File: src/rtl/mem_line_adapter_if.sv
// Request/response and word-RAM signals of the line adapter, bundled for the
// adapter (slave) and its environment (master: cache port plus RAM).
interface mem_line_adapter_if #(
    parameter int ADDR_BITS = 17
);
    localparam int WORD_ADDR_BITS = ADDR_BITS - 2;

    logic [ADDR_BITS-1:0]      req_addr;
    logic                      req_valid;
    logic                      req_wr;
    logic [127:0]              req_wr_data;
    logic [127:0]              rd_data;
    logic                      req_ready;
    logic [WORD_ADDR_BITS-1:0] ram_addr;
    logic                      ram_en;
    logic                      ram_we;
    logic [31:0]               ram_wdata;
    logic [31:0]               ram_rdata;

    modport slave (
        input  req_addr, req_valid, req_wr, req_wr_data, ram_rdata,
        output rd_data, req_ready, ram_addr, ram_en, ram_we, ram_wdata
    );

    modport master (
        output req_addr, req_valid, req_wr, req_wr_data, ram_rdata,
        input  rd_data, req_ready, ram_addr, ram_en, ram_we, ram_wdata
    );
endinterface

File: src/rtl/mem_line_adapter.sv
// Splits one 128-bit line request into four 32-bit beats on a synchronous
// word RAM with fixed read latency, reassembling read lines into rd_data.
module mem_line_adapter #(
    parameter int RD_LATENCY     = 1,
    parameter int ADDR_BITS      = 17,
    parameter int WORD_ADDR_BITS = ADDR_BITS - 2
) (
    input logic              clk,
    input logic              rst,
    mem_line_adapter_if.slave bus
);
    localparam int LINE_BITS = ADDR_BITS - 4;

    typedef enum logic [2:0] {
        S_IDLE,
        S_WRITE,
        S_READ_ISSUE,
        S_READ_WAIT,
        S_RESP
    } state_e;

    state_e                    state_q;
    logic [LINE_BITS-1:0]      line_q;
    logic [1:0]                beat_q;
    logic [1:0]                beat_d;
    logic [127:0]              wr_data_q;
    logic [127:0]              rd_data_q;
    logic [RD_LATENCY-1:0]     tag_vld_q;
    logic [1:0]                tag_idx_q [RD_LATENCY];
    logic                      req_ready_q;
    logic                      ram_en_q;
    logic                      ram_we_q;
    logic [WORD_ADDR_BITS-1:0] ram_addr_q;
    logic [31:0]               ram_wdata_q;
    logic                      tag_out_vld;
    logic [1:0]                tag_out_idx;
    logic                      unused_low_addr;

    assign beat_d          = beat_q + 2'd1;
    assign tag_out_vld     = tag_vld_q[RD_LATENCY-1];
    assign tag_out_idx     = tag_idx_q[RD_LATENCY-1];
    assign unused_low_addr = ^bus.req_addr[3:0];

    // NOTE: every register below, including the wide line buffers and the tag
    // pipeline, is cleared asynchronously and only ever updated with <=, so
    // all readers in the same edge see pre-edge values.
    always_ff @(posedge clk or negedge rst) begin
        if (!rst) begin
            state_q     <= S_IDLE;
            line_q      <= '0;
            beat_q      <= '0;
            wr_data_q   <= '0;
            rd_data_q   <= '0;
            tag_vld_q   <= '0;
            req_ready_q <= 1'b0;
            ram_en_q    <= 1'b0;
            ram_we_q    <= 1'b0;
            ram_addr_q  <= '0;
            ram_wdata_q <= '0;
            for (int i = 0; i < RD_LATENCY; i++) tag_idx_q[i] <= '0;
        end else begin
            // Tag enters the pipeline in the cycle its read beat is on the bus.
            tag_vld_q[0] <= (state_q == S_READ_ISSUE);
            tag_idx_q[0] <= beat_q;
            for (int i = 1; i < RD_LATENCY; i++) begin
                tag_vld_q[i] <= tag_vld_q[i-1];
                tag_idx_q[i] <= tag_idx_q[i-1];
            end
            if (tag_out_vld) rd_data_q[32*tag_out_idx +: 32] <= bus.ram_rdata;

            req_ready_q <= 1'b0;
            case (state_q)
                S_IDLE: begin
                    if (bus.req_valid) begin
                        line_q      <= bus.req_addr[ADDR_BITS-1:4];
                        wr_data_q   <= bus.req_wr_data;
                        beat_q      <= 2'd0;
                        ram_en_q    <= 1'b1;
                        ram_we_q    <= bus.req_wr;
                        ram_addr_q  <= {bus.req_addr[ADDR_BITS-1:4], 2'd0};
                        ram_wdata_q <= bus.req_wr_data[31:0];
                        state_q     <= bus.req_wr ? S_WRITE : S_READ_ISSUE;
                    end
                end
                S_WRITE, S_READ_ISSUE: begin
                    if (beat_q == 2'd3) begin
                        ram_en_q <= 1'b0;
                        ram_we_q <= 1'b0;
                        if (state_q == S_WRITE) begin
                            req_ready_q <= 1'b1;
                            state_q     <= S_RESP;
                        end else begin
                            state_q <= S_READ_WAIT;
                        end
                    end else begin
                        beat_q      <= beat_d;
                        ram_addr_q  <= {line_q, beat_d};
                        ram_wdata_q <= wr_data_q[32*beat_d +: 32];
                    end
                end
                S_READ_WAIT: begin
                    if (tag_out_vld && tag_out_idx == 2'd3) begin
                        req_ready_q <= 1'b1;
                        state_q     <= S_RESP;
                    end
                end
                S_RESP:  state_q <= S_IDLE;
                default: state_q <= S_IDLE;
            endcase
        end
    end

    assign bus.rd_data   = rd_data_q;
    assign bus.req_ready = req_ready_q;
    assign bus.ram_en    = ram_en_q;
    assign bus.ram_we    = ram_we_q;
    assign bus.ram_addr  = ram_addr_q;
    assign bus.ram_wdata = ram_wdata_q;
endmodule

File: src/flat_wrapper.sv
// flat-port wrapper written by rule: the top's interface ports become plain ports
module mem_line_adapter_flat 
#(
    parameter int RD_LATENCY     = 1,
    parameter int ADDR_BITS      = 17,
    parameter int WORD_ADDR_BITS = ADDR_BITS - 2
)
  (clk, rst, bus_req_addr, bus_req_valid, bus_req_wr, bus_req_wr_data, bus_ram_rdata, bus_rd_data, bus_req_ready, bus_ram_addr, bus_ram_en, bus_ram_we, bus_ram_wdata);
  mem_line_adapter_if #(.ADDR_BITS(ADDR_BITS)) bus_i ();
  input logic clk;
  input logic rst;
  input wire logic [$bits(bus_i.req_addr)-1:0] bus_req_addr;
  input wire logic [$bits(bus_i.req_valid)-1:0] bus_req_valid;
  input wire logic [$bits(bus_i.req_wr)-1:0] bus_req_wr;
  input wire logic [$bits(bus_i.req_wr_data)-1:0] bus_req_wr_data;
  input wire logic [$bits(bus_i.ram_rdata)-1:0] bus_ram_rdata;
  output wire logic [$bits(bus_i.rd_data)-1:0] bus_rd_data;
  output wire logic [$bits(bus_i.req_ready)-1:0] bus_req_ready;
  output wire logic [$bits(bus_i.ram_addr)-1:0] bus_ram_addr;
  output wire logic [$bits(bus_i.ram_en)-1:0] bus_ram_en;
  output wire logic [$bits(bus_i.ram_we)-1:0] bus_ram_we;
  output wire logic [$bits(bus_i.ram_wdata)-1:0] bus_ram_wdata;
  assign bus_i.req_addr = bus_req_addr;
  assign bus_i.req_valid = bus_req_valid;
  assign bus_i.req_wr = bus_req_wr;
  assign bus_i.req_wr_data = bus_req_wr_data;
  assign bus_i.ram_rdata = bus_ram_rdata;
  assign bus_rd_data = bus_i.rd_data;
  assign bus_req_ready = bus_i.req_ready;
  assign bus_ram_addr = bus_i.ram_addr;
  assign bus_ram_en = bus_i.ram_en;
  assign bus_ram_we = bus_i.ram_we;
  assign bus_ram_wdata = bus_i.ram_wdata;
  mem_line_adapter #(.RD_LATENCY(RD_LATENCY), .ADDR_BITS(ADDR_BITS), .WORD_ADDR_BITS(WORD_ADDR_BITS)) u_core (.clk(clk), .rst(rst), .bus(bus_i));
endmodule
File: config.mk
export PLATFORM = sky130hd
export DESIGN_NAME = mem_line_adapter_flat
export DESIGN_NICKNAME = d
export VERILOG_FILES = /design/src/rtl/mem_line_adapter_if.sv /design/src/rtl/mem_line_adapter.sv /design/src/flat_wrapper.sv
export SDC_FILE = /design/constraint.sdc
export NUM_CORES = 1
export LEC_CHECK = 0
export ABC_CLOCK_PERIOD_IN_PS = 5800
export CAP_MARGIN = 20
export CELL_PAD_IN_SITES_DETAIL_PLACEMENT = 1
export CELL_PAD_IN_SITES_GLOBAL_PLACEMENT = 2
export CORE_MARGIN = 4
export CORE_UTILIZATION = 36
export DETAILED_ROUTE_END_ITERATION = 6
export GPL_ROUTABILITY_DRIVEN = 1
export GPL_TIMING_DRIVEN = 0
export PLACE_DENSITY = 0.91
export SKIP_LAST_GASP = 1
export SYNTH_ARGS = -nofsm -noshare
export SYNTH_HDL_FRONTEND = slang
export SYNTH_SLANG_ARGS = --single-unit
File: constraint.sdc
create_clock -name clk -period 5.8 [get_ports clk]
set_input_delay 0.58 -clock clk [delete_from_list [all_inputs] [get_ports clk]]
set_output_delay 0.58 -clock clk [all_outputs]
set_load 0.05 [all_outputs]
==> impl_results.md, run 1 <==
- Status: completed
- Crit share post-route: 0.445
- Worst setup EP type: register
- Die X: 202 um
- Grt ovf: 0
- Slew @ Worst Pin: 0.932 ns
- Pin count of the biggest net entering global routing: 116
- Area contributors post-synth: dfrtp_1 (60%), mux2_2 (11%), a22o_1 (8.1%)
- Synth Flop Type: dfrtp_1
- Initial Util: 0.367
- CTS tree: yes
- Per-cell routed wire length: 24.8 um
- VDD IR max: 0.000339 V
- DR vias: 9642
- Avg Cell Area, Syn: 15.3 um^2
- Met3 usage: 0.0736
- Synth Cell Area: 13500 um^2
- Number of global-route vias before repair: 10949
- Post-place setup slack: 3.11 ns
- Initial antenna violation count: 10
- Tot GR Track Use: 0.217
- Worst setup margin: 3.22 ns
- Crit Path Max Fanout: 10
- Post-synth top area share: 0.601
- Clk Latency, worst-skew pair: 0.56 ns
- RePlAce Congestion: 0.826
- Slew headroom: 0.373
- Largest area contributor in the netlist: dfrtp_1
- Synth top cells by count: dfrtp_1 (325), mux2_2 (137), a22o_1 (125)
- Sequential cell area fraction in the yosys report: 0.601
- Tmin final: 2.58 ns
- H-tree lvl count: 2
- DRT iter0 DRCs: 387
- Yosys warning total: 0
- First-pass GRT wire length: 68800 um
- Number of synthesized register bits: 325
- Fin. max-slew vios: 0
- Routed wire length: 45000 um
- Cells after Synth: 882
- Number of enable-type register cells in the synthesized netlist: 0
- Final setup violation count: 0
- CP Data Arrival Time: 3.05 ns
- Post-CTS setup-driven buffer insertion count: 0
- CTS resizes: 0
- Post-route DRC: 0
- Worst Path Class, Setup: reg2reg
- M2 GR Usage: 0.380
- CTS Hold Bufs: 0
- Nets: 1464
- Min-Delay Path Class: in2async
- Post-synth cell types: 37
- CTS Buf Count: 37
- Hold slack: 0.115 ns
- Fillers: 3627
- Final Hold Viols: 0
- Pwr per Cell Area: 723 nW/um^2
- Core Rows: 70
- ANT nets after route: 0
- Placed cell area: 17800 um^2
- Die footprint: 40700 um^2
- DP HPWL: 32800 um
- Area grow syn2layout: 40.1%
- Initial DRT Pass Iterations: 5
- Clock Skew: 0.0244 ns
- Total power: 0.0137 W
- Peak Freq: 387 MHz
- Ys async rst share: 1.00
- Clock sink total: 325
- Layout cell share with drive strength beyond 1: 0.226
- Leakage: 8.02 nW
- Vias per cell: 5.32
- Final instance area: 19000 um^2
- RSZ-0062 raised after global routing: no
- Finished Core Util: 0.514
- M1 GR Usage: 0.254
- Root Driver: clkbuf_16
- Clk slew on worst S/H paths: 0.06 ns
- MaxCap Viol Count: 0
- Clock buffer depth: 3
- Die Ht: 202 um
- Post-synth net total: 1069
- Top Ports: 359
- Busiest grt layer: met2
- Core footprint: 36900 um^2
- Top-count cell post-synth: dfrtp_1
- Worst EP required: 6.27 ns
- Port buffer count: 354
- Crit path launch type: register
[sequential cells by signal, summed over array words and instances, names as in the netlist]
name                  flops
u_core.bus.rd_data      128
u_core.line_q            13
u_core.bus.ram_wdata     32
u_core.bus.ram_en         1
u_core.wr_data_q        128
u_core.tag_out_vld        1
u_core.bus.ram_we         1
u_core.tag_idx_q          2
u_core.bus.ram_addr      14
u_core.beat_q             1
u_core.state_q            3
u_core.bus.req_ready      1
[layout make-up]
type / instances / area [um^2] / share of cell area
flip-flops and latches: 325 / 8130 / 0.429
multi-input cells: 478 / 5000 / 0.264
repair buffers: 356 / 3600 / 0.190
clock buffers: 54 / 1050 / 0.0554
well taps: 504 / 631 / 0.0333
plain buffers: 73 / 374 / 0.0197
clock inverters: 12 / 136 / 0.00720
inverters: 6 / 22.5 / 0.00119
diodes: 3 / 7.51 / 0.000396
[layout by cell type (no fill, tap or decap), types with 2 or more instances in the layout]
cell / Yosys / routed
clkdlybuf4s50_1: 0 / 353
clkinv_2: 0 / 7
ha_1: 6 / 6
nor2b_1: 2 / 2
a221oi_1: 32 / 32
nor3_1: 3 / 3
clkbuf_1: 39 / 50
dfrtp_1: 325 / 325
buf_2: 17 / 17
mux4_2: 32 / 32
a2bb2oi_1: 2 / 2
buf_16: 0 / 2
a32o_1: 3 / 3
bufinv_16: 0 / 2
clkbuf_8: 0 / 6
inv_1: 6 / 6
diode_2: 0 / 3
and2_1: 2 / 2
nor3b_1: 4 / 4
clkbuf_16: 0 / 37
a22o_1: 125 / 125
a21oi_1: 3 / 3
a2bb2oi_2: 30 / 30
buf_4: 13 / 13
mux2_1: 31 / 31
nor2_1: 3 / 3
clkinv_8: 0 / 2
buf_6: 4 / 4
mux2_2: 137 / 137
nand2_1: 47 / 47
mux2i_1: 2 / 2
[power by group]
group | switching, W | total, W | internal, W
Clock | 0.000965 | 0.00232 | 0.00135
Sequential | 0.000714 | 0.00412 | 0.00341
Combinational | 0.00425 | 0.00727 | 0.00302
[path summary, 6_finish.rpt]
check                                    start                endpoint  slack [ns]  cells after the start
setup / recovery           u_core.tag_idx_q[0]  u_core.bus.rd_data[89]        3.22                      7
hold / removal                             rst    u_core.wr_data_q[78]        0.12                      1
setup reg to reg           u_core.tag_idx_q[0]  u_core.bus.rd_data[89]        3.22                      7
hold reg to reg               u_core.beat_q[0]     u_core.tag_idx_q[0]        0.46                      0
max in group asynchronous                  rst   u_core.bus.rd_data[1]        4.53                      2
min in group clk              u_core.beat_q[0]     u_core.tag_idx_q[0]        0.46                      0
[critical path, cell delays in order (launching register included)]
cell and delay (ns):
dfrtp_1 0.42, inv_1 0.15, ha_1 0.36, nor2b_1 0.18, nand2_1 0.09, nor3_1 0.51
clkbuf_1 0.56, a22o_1 0.24
[routing by layer]
layer,wire length (um),up-vias
li1,-,4153
met1,17700,5055
met2,22600,350
met3,3610,70
met4,920,14
met5,98,-
[cells by family (layout without fill, tap and decap cells)]
logic type	Yosys count	count (layout)	share of synthesized area
flip-flops	325	325	0.601
multiplexers	202	202	0.195
AO/OA/AOI/OAI	201	201	0.143
buffers and inverters	79	501	0.0293
AND/OR/NAND/NOR	67	67	0.0235
adder cells (fa/ha/maj)	6	6	0.00555
XOR/XNOR	2	2	0.00268
other	0	3	0
[through the flow]
step	std cells	TNS (ns)
floorplan	882	0
global placement	1740	-3251.03
detailed placement	1742	0
CTS	1808	0
global route	1810	0
finish	1811	0
Power figures use the tool's default switching activity.
==> run 2, diff against run 1 <==
--- a/config.mk
+++ b/config.mk
@@ -5,16 +5,16 @@
 export SDC_FILE = /design/constraint.sdc
 export NUM_CORES = 1
 export LEC_CHECK = 0
-export ABC_CLOCK_PERIOD_IN_PS = 5800
+export ABC_CLOCK_PERIOD_IN_PS = 2450
 export CAP_MARGIN = 20
 export CELL_PAD_IN_SITES_DETAIL_PLACEMENT = 1
 export CELL_PAD_IN_SITES_GLOBAL_PLACEMENT = 2
 export CORE_MARGIN = 4
-export CORE_UTILIZATION = 36
+export CORE_UTILIZATION = 33
 export DETAILED_ROUTE_END_ITERATION = 6
 export GPL_ROUTABILITY_DRIVEN = 1
 export GPL_TIMING_DRIVEN = 0
-export PLACE_DENSITY = 0.91
+export PLACE_DENSITY = 0.84
 export SKIP_LAST_GASP = 1
 export SYNTH_ARGS = -nofsm -noshare
 export SYNTH_HDL_FRONTEND = slang
==> constraint.sdc (replaced) <==
create_clock -name clk -period 2.45 [get_ports clk]
set_input_delay 0.245 -clock clk [delete_from_list [all_inputs] [get_ports clk]]
set_output_delay 0.245 -clock clk [all_outputs]
set_load 0.05 [all_outputs]
==> run 2 against run 1 <==
Register-to-register slack got worse by 3.1 ns; first-iteration DRC count increased by 18%; die area increased by 8.7%; sequential share of layout area decreased by 0.40 points; via count decreased by 0.94%; cell count increased by 1.7%; wire length decreased by 0.64%; sequential cell count unchanged; clock power increased by 150%.
==> impl_results.md, run 2 (synthesis gave the netlist of run 1 again) <==
- Status: completed
- CTS tree: yes
- CP Launch Point: u_core.beat_q[0]
- Fin. max-slew vios: 0
- Clock Skew: 0.0235 ns
- Worst EP required: 2.86 ns
- Leakage: 8.10 nW
- RR Startpoint: u_core.beat_q[0]
- Clock buffer depth: 3
- H-tree lvl count: 2
- Root Driver: clkbuf_16
- Worst setup EP type: register
- Worst setup margin: 0.0982 ns
- Max stage delay cell, worst path: clkbuf_1
- Post-CTS setup-driven buffer insertion count: 0
- Core footprint: 40100 um^2
- RSZ-0062 raised after global routing: no
- Slew headroom: 0.516
- Pin count of the biggest net entering global routing: 115
- Die footprint: 44300 um^2
- Pwr per Cell Area: 1700 nW/um^2
- Clock sink total: 325
- Cell count of the worst reg-to-reg path: 6
- Grt ovf: 0
- Crit path launch type: register
- Vias per cell: 5.19
- Slew @ Worst Pin: 0.726 ns
- Die X: 210 um
- RePlAce Congestion: 0.802
- Critical-path cell list: ha_1, clkbuf_1, clkbuf_1, mux4_2, nand2_1, a2bb2oi_2
- Finished Core Util: 0.477
- Core Rows: 73
- Initial DRT Pass Iterations: 5
- Most common cell after layout, fill and taps aside: clkdlybuf4s50_1
- Die Ht: 210 um
- DRT iter0 DRCs: 456
- Commonest cells after routing, fill and taps aside: clkdlybuf4s50_1 (353), dfrtp_1 (325), mux2_2 (137)
- Number of global-route vias before repair: 10672
- Routed wire length: 44700 um
- VDD IR max: 0.000656 V
- Hold slack: 0.242 ns
- DR vias: 9551
- Clk slew on worst S/H paths: 0.06 ns
- MaxCap Viol Count: 0
- Port buffer count: 354
- Crit Path Max Fanout: 10
- Crit-path max cell delay: 0.58 ns
- Top Ports: 359
- Final Hold Viols: 0
- Peak Freq: 425 MHz
- Per-cell routed wire length: 24.3 um
- Post-place setup slack: -0.147 ns
- Worst Path Class, Setup: reg2reg
- Tmin final: 2.35 ns
- Initial Util: 0.337
- Tot GR Track Use: 0.197
- Initial antenna violation count: 14
- Min-Delay Path Class: in2async
- First-pass GRT wire length: 67500 um
- Final setup violation count: 0
- Crit share post-route: 0.960
- Total negative slack: 0 ns
- CP Data Arrival Time: 2.76 ns
- ANT nets after route: 0
- DP HPWL: 33000 um
- Fillers: 3987
- Most frequent CP cell: clkbuf_1
- CTS Buf Count: 39
- Post-route DRC: 0
- Area grow syn2layout: 41.5%
- Clk Latency, worst-skew pair: 0.55 ns
- Nets: 1468
- Layout cell share with drive strength beyond 1: 0.234
## run 2: cell count changes in the layout (fill, tap and decap cells not counted), sizes merged
cell,before,now
clkinvlp,0,1
diode,3,5
clkbuf,93,104
dlygate4sd3,0,1
clkinv,9,2
buf,37,38
## run 2: what timing repair did
action                     CTS  global route
setup endpoints to repair   75            62
resized for setup            7             9
hold endpoints to repair    61             0
hold buffers                 1             0
pin swaps                    0             0
## run 2: path summary, 6_finish.rpt
path                                                end  slack (ns)
worst max-delay path            u_core.bus.ram_wdata[3]         0.1
worst min-delay path               u_core.wr_data_q[77]        0.24
worst max register to register  u_core.bus.ram_wdata[3]         0.1
worst min register to register      u_core.tag_idx_q[1]        0.47
max in group asynchronous        u_core.bus.rd_data[40]        1.00
min in group clk                   u_core.wr_data_q[63]        0.29
## run 2: metal layers
layer  up-vias  global-route usage  share of wire
met1      4969               0.241           0.40
li1       4173                   -              -
met4        18              0.0440          0.018
met5         -                   0         0.0027
met3        68              0.0775          0.089
met2       323               0.332           0.49
## run 2: critical path: cells and delay by family, from the launching register on
family,cells,cell delay [ns]
flops,1,0.43
compound gates,1,0.05
mux,1,0.41
simple gates,1,0.10
fa+ha+maj,1,0.30
buf+inv,2,0.90
## run 2: metrics by stage
step                total power (W)  cell area (um^2)  instances
global placement             0.0266             17700       1761
floorplan                    0.0212             13500        882
CTS                          0.0329             19100       1836
detailed placement           0.0270             17800       1764
finish                       0.0325             19100       1841
global route                 0.0342             19100       1838
## run 2: area by class of cell
cell class	instances	area, um^2	share of cell area
Sequential cell	325	8130	0.425
Inverter	6	22.5	0.00118
Clock buffer	65	1170	0.0614
Multi-Input combinational cell	478	5010	0.262
Timing Repair Buffer	358	3640	0.190
Buffer	73	387	0.0202
Clock inverter	6	97.6	0.00510
Tap cell	525	657	0.0343
Antenna cell	5	12.5	0.000654
## run 2: power breakdown
| group | switching, W | internal [W] |
|---|---|---|
| clock network | 0.00224 | 0.00348 |
| logic | 0.00995 | 0.00717 |
| registers | 0.00165 | 0.00807 |
| total | 0.0138 | 0.0187 |
==> run 3, diff against run 2 <==
--- a/config.mk
+++ b/config.mk
@@ -13,7 +13,7 @@
 export CORE_UTILIZATION = 33
 export DETAILED_ROUTE_END_ITERATION = 6
 export GPL_ROUTABILITY_DRIVEN = 1
-export GPL_TIMING_DRIVEN = 0
+export GPL_TIMING_DRIVEN = 1
 export PLACE_DENSITY = 0.84
 export SKIP_LAST_GASP = 1
 export SYNTH_ARGS = -nofsm -noshare
==> run 3 against run 2 <==
First-iteration DRC count increased by 18%; largest power group unchanged; sequential share of layout area shrank 0.056 points; combinational power is essentially flat; critical endpoint is now bus_ram_addr[0]; sequential cell count did not move.
==> impl_results.md, run 3 (synthesis gave the netlist of run 1 again) <==
- H-tree lvl count: 2
- Tot GR Track Use: 0.188
- Leakage: 8.09 nW
- Hold slack: 0.280 ns
- Crit share post-route: 0.899
- Die footprint: 44300 um^2
- Nets: 1433
- Crit-path max cell delay: 0.82 ns
- DRT iter0 DRCs: 538
- CTS Buf Count: 38
- Sequential cell fraction of total power: 0.298
- Vias per cell: 5.24
- Worst Path Class, Setup: reg2out
- Die Ht: 210 um
- Placed cell count: 1730
- CTS resizes: 0
- Worst setup EP type: output pin
- Initial Util: 0.337
- Pwr per Cell Area: 1700 nW/um^2
- Layout cell share with drive strength beyond 1: 0.252
- Top Ports: 359
- Max stage delay cell, worst path: clkdlybuf4s50_1
- Largest delay share family, worst path: buffers and inverters
- RePlAce Congestion: 0.788
- Psw: 0.0138 W
- Total negative slack: 0 ns
- CP Launch Point: u_core.beat_q[0]
- Tmin final: 2.20 ns
- Multi-input logic area: 5030 um^2
- Fillers: 3985
- Final setup violation count: 0
- CTS tree: yes
- VDD IR max: 0.000908 V
- DR vias: 9464
- Crit Path Max Fanout: 6
- Clock Skew: 0.0149 ns
- Initial DRT Pass Iterations: 4
- Power share of the clock group: 0.177
- Most common cell after layout, fill and taps aside: clkdlybuf4s50_1
- Worst EP required: 2.20 ns
- Clk slew on worst S/H paths: 0.06 ns
- Logic gate share of total power: 0.524
- Grt ovf: 0
- Port buffer count: 354
- Routed wire length: 42400 um
- RR Startpoint: u_core.tag_idx_q[0]
- Register area: 8140 um^2
- Slew @ Worst Pin: 0.661 ns
- Clock buffer depth: 3
- Switching share of total power: 0.424
- DP HPWL: 29500 um
- Slew headroom: 0.559
- CP Data Arrival Time: 1.96 ns
- WP buf/inv: 2
- ANT nets after route: 0
- Critical-path cell list: buf_4, clkdlybuf4s50_1
- R2R Setup Slk: 0.33 ns
- Min-Delay Path Class: in2async
- CP Depth: 2
- Core Rows: 73
- Core footprint: 40100 um^2
- RR Endpoint: u_core.bus.rd_data[94]
- Status: completed
- Root Driver: clkbuf_16
- Pin count of the biggest net entering global routing: 67
- Crit path launch type: register
- Peak Freq: 454 MHz
- MaxCap Viol Count: 0
- RSZ-0062 raised after global routing: no
- Fin. max-slew vios: 0
- Post-route DRC: 0
- Final Hold Viols: 0
- Per-cell routed wire length: 23.5 um
- Cell count of the worst reg-to-reg path: 7
- Layout Cells excl Fill: 1806
- Number of global-route vias before repair: 10463
- First-pass GRT wire length: 65000 um
- Finished Core Util: 0.478
- Clk Latency, worst-skew pair: 0.55 ns
- Commonest cells after routing, fill and taps aside: clkdlybuf4s50_1 (353), dfrtp_1 (323), mux2_2 (137)
- Initial antenna violation count: 10
- Pint: 0.0187 W
- Clock sink total: 325
- Crit path capture: bus_ram_addr[0]
- Die X: 210 um
- Area grow syn2layout: 41.7%
-- run 3: cell types whose count changed in the layout (fill, tap and decap cells not counted), moves of 2 or more --
cell / before / now
clkbuf_2: 10 / 0
clkinv_2: 1 / 10
clkbuf_16: 40 / 38
clkbuf_1: 46 / 2
buf_6: 4 / 0
clkbuf_8: 8 / 13
buf_2: 17 / 0
dfrtp_2: 0 / 2
buf_4: 13 / 31
buf_16: 3 / 0
buf_12: 0 / 11
dfrtp_1: 325 / 323
-- run 3: worst min-delay path by stage --
stage	start	cells past startpoint	slack (ns)	endpoint
after floorplan	rst	0	-0.05	u_core.beat_q[0]
after global placement	rst	1	0.26	u_core.wr_data_q[44]
after detailed placement	rst	1	0.27	u_core.wr_data_q[44]
after CTS	bus_req_wr_data[98]	2	0.25	u_core.wr_data_q[98]
after global routing	bus_req_wr_data[85]	2	0.28	u_core.wr_data_q[85]
final	rst	2	0.28	u_core.wr_data_q[47]
-- run 3: what timing repair did --
item	CTS	global route
endpoints found under the hold margin	55	0
hold buffers	1	0
buffers inserted	0	0
-- run 3: layout make-up --
| class | instances | area share |
|---|---|---|
| inverters | 6 | 0.00118 |
| diodes | 6 | 0.000783 |
| well taps | 525 | 0.0343 |
| flip-flops and latches | 325 | 0.425 |
| repair buffers | 397 | 0.209 |
| multi-input cells | 478 | 0.263 |
| clock inverters | 16 | 0.00790 |
| clock buffers | 53 | 0.0593 |
-- run 3: per-layer routing --
metal / up-vias / global-route usage / routed length [um]
met1: 4929 / 0.237 / 17200
li1: 4108 / - / -
met2: 353 / 0.306 / 20200
met3: 62 / 0.0728 / 4150
met4: 12 / 0.0456 / 719
met5: - / 0 / 89
-- run 3: metrics by stage --
step / total power [W] / worst slack, ns / instance area (um^2)
after global routing: 0.0341 / 0.120 / 19100
final: 0.0325 / 0.246 / 19200
after global placement: 0.0264 / 0.298 / 17800
after floorplan: 0.0212 / 0.369 / 13500
after detailed placement: 0.0269 / 0.269 / 17800
after CTS: 0.0329 / 0.191 / 19100
-- run 3: power groups by stage --
stage | Clock (W) | Combinational (W) | Sequential, W
3_3_place_gp | 0 | 0.0168 | 0.00961
5_1_grt | 0.00614 | 0.0180 | 0.0100
6_report | 0.00577 | 0.0170 | 0.00969
3_5_place_dp | 0 | 0.0172 | 0.00976
2_1_floorplan | 0 | 0.00689 | 0.0143
4_1_cts | 0.00594 | 0.0172 | 0.00971
